===== src/rtl/lfsr_stream_gen.sv =====
// rtl/lfsr_stream_gen.sv - Galois LFSR candidate generator with valid/ready output
module lfsr_stream_gen #(
    parameter int WIDTH        = 64,
    parameter int CNT_WIDTH    = 64,
    parameter int STOP_ON_WRAP = 1
) (
    input  logic                 clk,
    input  logic                 rst,
    input  logic                 start,
    input  logic                 abort,
    input  logic [WIDTH-1:0]     seed,
    input  logic [WIDTH-1:0]     polynomial,
    input  logic [CNT_WIDTH-1:0] counter_limit,
    input  logic                 out_ready,
    output logic [WIDTH-1:0]     lfsr,
    output logic [CNT_WIDTH-1:0] count,
    output logic                 out_valid,
    output logic                 done,
    output logic                 wrapped,
    output logic                 zero_seed
);

    localparam logic [1:0] S_IDLE = 2'd0;
    localparam logic [1:0] S_RUN  = 2'd1;
    localparam logic [1:0] S_DONE = 2'd2;

    logic [1:0]           state;
    logic [WIDTH-1:0]     seed_reg;
    logic [WIDTH-1:0]     poly_reg;
    logic [CNT_WIDTH-1:0] limit_reg;
    logic [WIDTH-1:0]     next_lfsr;
    logic                 unused_poly_msb;

    // The top tap is implied by the feedback into bit WIDTH-1, so the mask MSB has no effect.
    assign unused_poly_msb = poly_reg[WIDTH-1];

    // Galois step: shift right, feedback bit XORed into every tapped position.
    always_comb begin
        next_lfsr = '0;
        for (int i = 0; i < WIDTH-1; i++) begin
            next_lfsr[i] = poly_reg[i] ? (lfsr[i+1] ^ lfsr[0]) : lfsr[i+1];
        end
        next_lfsr[WIDTH-1] = lfsr[0];
    end

    // Run control: start/abort handling, handshake-driven stepping and end-of-run detection.
    always_ff @(posedge clk or posedge rst) begin
        if (rst) begin
            state     <= S_IDLE;
            lfsr      <= '0;
            count     <= '0;
            seed_reg  <= '0;
            poly_reg  <= '0;
            limit_reg <= '0;
            out_valid <= 1'b0;
            done      <= 1'b0;
            wrapped   <= 1'b0;
            zero_seed <= 1'b0;
        end else if (abort) begin
            state     <= S_IDLE;
            out_valid <= 1'b0;
            done      <= 1'b0;
            wrapped   <= 1'b0;
            zero_seed <= 1'b0;
        end else begin
            case (state)
                S_IDLE, S_DONE: begin
                    if (start) begin
                        seed_reg  <= seed;
                        poly_reg  <= polynomial;
                        limit_reg <= counter_limit;
                        lfsr      <= seed;
                        count     <= '0;
                        wrapped   <= 1'b0;
                        if (seed == '0) begin
                            // An all-zero state never leaves zero; refuse the run outright.
                            state     <= S_DONE;
                            out_valid <= 1'b0;
                            done      <= 1'b1;
                            zero_seed <= 1'b1;
                        end else begin
                            state     <= S_RUN;
                            out_valid <= 1'b1;
                            done      <= 1'b0;
                            zero_seed <= 1'b0;
                        end
                    end
                end
                S_RUN: begin
                    if (out_valid && out_ready) begin
                        if (count == limit_reg) begin
                            // Limit wins over wrap; the last value stays visible on lfsr/count.
                            state     <= S_DONE;
                            out_valid <= 1'b0;
                            done      <= 1'b1;
                            wrapped   <= 1'b0;
                        end else if ((STOP_ON_WRAP != 0) && (next_lfsr == seed_reg)) begin
                            state     <= S_DONE;
                            out_valid <= 1'b0;
                            done      <= 1'b1;
                            wrapped   <= 1'b1;
                        end else begin
                            lfsr  <= next_lfsr;
                            count <= count + CNT_WIDTH'(1);
                        end
                    end
                end
                default: begin
                    state     <= S_IDLE;
                    out_valid <= 1'b0;
                    done      <= 1'b0;
                end
            endcase
        end
    end

endmodule


===== config.mk =====
export PLATFORM = sky130hd
export DESIGN_NAME = lfsr_stream_gen
export DESIGN_NICKNAME = d
export VERILOG_FILES = /design/src/rtl/lfsr_stream_gen.sv
export SDC_FILE = /design/constraint.sdc
export NUM_CORES = 1
export LEC_CHECK = 0
export BUFFER_PORTS_ARGS = -buffer_cell sky130_fd_sc_hd__buf_4
export CAP_MARGIN = 20
export CORE_MARGIN = 3
export CORE_UTILIZATION = 55
export CTS_CLUSTER_SIZE = 10
export DETAILED_ROUTE_END_ITERATION = 8
export HOLD_SLACK_MARGIN = 0.08
export PLACE_DENSITY = 0.8
export SLEW_MARGIN = 0
export SYNTH_ARGS = -nofsm -noshare
export SYNTH_HDL_FRONTEND = slang
export SYNTH_SLANG_ARGS = --single-unit

===== constraint.sdc =====
create_clock -name clk -period 13.9 [get_ports clk]
set_input_delay 2.085 -clock clk [delete_from_list [all_inputs] [get_ports clk]]
set_output_delay 2.085 -clock clk [all_outputs]
set_load 0.01 [all_outputs]

==> run metrics <==
status=completed; power share of the sequential group=0.415; drt total wl=roughly 55000 microns; P_leak=0.00988 uW; clk_lat worst skew=between 500 and 600 ps; HP Class=reg -> reg; Worst Clk Skew=19.7 ps; ratio of cells with drive above 1 in the final layout=0.175; maximum vdd drop=0.0000970 V; largest family of logic cells by synthesized area=simple AND/OR/NAND/NOR gates; GRT Util Overall=0.323; H-Tree Depth=2; Clk pin slew, worst setup/hold paths=around 60 ps; # Post-CTS Setup Buffers=0; Synth Flop Type=dfrtp_1; synthesized area=roughly 17000 sq um; Layout area overhead=22.2%; most used cell, CP=buf_4; Reg2Reg Depth=12; hold_ws=469 ps; Setup violations, final=0; CTS max path bufs=3; # clock sinks=323; Root Buffer=clkbuf_16; Combinational Power Share=0.291; commonest non-fill, non-tap cell in the layout=nand2_1; Initial Util=0.564; Slew Viols, Final=0; post-cts resize count=0; Max Cap Violations=0; sw power=1090 uW; CP max FO=103; Tcrit/Tclk final=0.390; yosys warns=0; cells after synthesis=a little over 2000; Post-route DRC=0; CP cell instances=buf_4 -> nand2_1 -> xor3_1 -> nand3_1 -> nor4_1 -> nand4_1 -> o31ai_4 -> buf_4 -> and2_4 -> buf_4 -> buf_16 -> o21ai_0; fill cell total of the finished layout=2412; fraction of registers with async set/reset=1.00; worst setup margin=8470 ps; total grt overflow=0; Int Pwr=2030 uW; post-synth cell types=67; drt first pass iters=6; vias post-DR=~16000; IO Port Bufs=327; Slowest-stage cell, CP=nor4_1; Site Rows=63; syn_area_per_cell=8.30 sq um; hold buffer count at cts=0; Fmax=184 MHz; hold path cells=2; most frequent cells in the layout=nand2_1, buf_4, dfrtp_1; multiplexer area fraction after synthesis=0.00364; Net Sw Frac=0.348; CTS buffer count=39; Placer Congestion=0.971; post-route ant nets=0; WL/cell=between 20 and 25 microns; post-layout min period=5430 ps; first-pass GRT wire length=84700 microns; die area=32700 sq um; CP top delay family=simple AND/OR/NAND/NOR gates; CP Depth=12; Post-Synth Simple-Gate Area=0.264; Fin Setup TNS=0 ps; Rel. slew slack=0.262; sequential fraction of the synthesis area=0.480; clock network power share=0.294; Critical Path RT=14280 ps; syn nets=2227; DR iter-0 viols=1905; vias per cell=~5.9; Hold Vio Cnt, Final=0; Synth Area in XOR/XNOR=0.0916; Placeable Area=29900 sq um; CP Launch Type=register; P per Cell Area=152 nW/um^2; nets@finish=about 2500; Post-Synth Adder-Cell Area=0.000743; Worst setup EP type=register; compound-cell area share of the yosys netlist=0.127; Worst EP arrival=5810 ps; hpwl dp=approximately 38000 microns; Final Total Pwr=3120 uW; number of global-route vias before repair=15111; number of synthesized flops with an enable pin=0; Critical Path Max Stage Delay=700 ps; Slew @ Worst Pin=1110 ps; Worst Path Buf+Inv=4; Crit Path Class=reg -> reg; # IOs=329; largest net degree at the start of global routing=127; chip width=about 180 microns; number of synthesized register bits=323; die height=around 180 microns; Setup WS pre-CTS=8330 ps; CTS tree=built; antenna violations before repair=2; RSZ-0062 raised after global routing=no
==> area by class of cell <==
type	count	area [sq um]	share of cell area
clock inverter	3	32.5	0.00158
multi-input combinational	1578	8230	0.400
inverter	16	67.6	0.00328
sequential	323	8080	0.393
tap	390	488	0.0237
timing repair buffer	342	2600	0.126
clock buffer	50	1070	0.0519
antenna	2	5.00	0.000243
==> synthesized netlist by cell type (4+ instances only) <==
library cell / n / area share
a2111oi_0: 4 / 0.0021
a21bo_2: 6 / 0.0036
a21oi_1: 74 / 0.022
a31oi_1: 28 / 0.010
and2_1: 14 / 0.0052
and3_1: 15 / 0.0056
and3b_1: 4 / 0.0021
and4_1: 8 / 0.0042
buf_1: 6 / 0.0013
buf_2: 18 / 0.0054
buf_6: 6 / 0.0040
clkbuf_1: 77 / 0.017
clkbuf_2: 4 / 0.0012
dfrtp_1: 323 / 0.48
inv_1: 15 / 0.0033
mux2i_1: 5 / 0.0030
nand2_1: 738 / 0.16
nand3_1: 27 / 0.0080
nand3b_1: 10 / 0.0045
nand4_1: 41 / 0.015
nor2_1: 128 / 0.029
nor2b_1: 11 / 0.0041
nor3_1: 11 / 0.0033
nor4_1: 30 / 0.011
o2111ai_1: 4 / 0.0021
o21ai_0: 118 / 0.035
o21ai_1: 33 / 0.0098
o22ai_1: 7 / 0.0026
o31ai_1: 32 / 0.014
o41ai_1: 13 / 0.0068
xnor2_1: 86 / 0.045
xor2_1: 71 / 0.037
xor3_1: 7 / 0.0099
==> worst reg2reg max path, cell delays in order (launching register included) <==
cell     delay, ps
dfrtp_2        350
buf_4          450
nand2_1        200
xor3_1         370
nand3_1        320
nor4_1         700
nand4_1        400
o31ai_4        290
buf_4          530
and2_4         650
buf_4          390
buf_16         340
o21ai_0        290
==> through the flow <==
| stage | area, sq um | instances | utilization |
|---|---|---|---|
| final | 20600 | 2704 | 0.689 |
| after global routing | 20600 | 2704 | 0.689 |
| after CTS | 20500 | 2700 | 0.687 |
| after detailed placement | 19400 | 2647 | 0.650 |
| after global placement | 19400 | 2646 | 0.650 |
| after floorplan | 16800 | 2029 | - |
==> per-layer routing <==
layer / GRT usage / part of all wire / up-vias
met3: 0.0801 / 0.10 / 110
li1: - / - / 7336
met2: 0.479 / 0.44 / 809
met4: 0.108 / 0.035 / 0
met5: 0 / 0 / -
met1: 0.470 / 0.42 / 7663
==> path summary, 6_finish.rpt <==
| kind | slack, ps | endpoint | startpoint |
|---|---|---|---|
| setup / recovery | 8470 | lfsr[1]$_DFFE_PP0P_ | lfsr[0]$_DFFE_PP0P_ |
| hold / removal | 470 | poly_reg[40]$_DFFE_PP0P_ | poly_reg[40]$_DFFE_PP0P_ |
| setup reg to reg | 8470 | lfsr[1]$_DFFE_PP0P_ | lfsr[0]$_DFFE_PP0P_ |
| hold reg to reg | 470 | poly_reg[40]$_DFFE_PP0P_ | poly_reg[40]$_DFFE_PP0P_ |
| max in group asynchronous | 10540 | count[22]$_DFFE_PP0P_ | rst |
| min in group asynchronous | 1740 | limit_reg[5]$_DFFE_PP0P_ | rst |
==> power by group through the flow <==
stage / combinational, uW / clock (uW) / sequential, uW
finish: 909 / 917 / 1300
global route: 992 / 966 / 1320
CTS: 899 / 928 / 1290
detailed placement: 890 / 0 / 1300
global placement: 870 / 0 / 1300
floorplan: 535 / 0 / 1280
==> cells by family (layout without fill, tap and decap cells) <==
| family | Yosys count | count (layout) |
|---|---|---|
| simple gates | 1052 | 1052 |
| compound gates | 355 | 355 |
| flops | 323 | 323 |
| xor+xnor | 164 | 164 |
| buf+inv | 128 | 411 |
| mux | 6 | 6 |
| fa+ha+maj | 1 | 1 |
| other cells | 0 | 2 |
No activity file was read; power rests on OpenSTA's default activity.
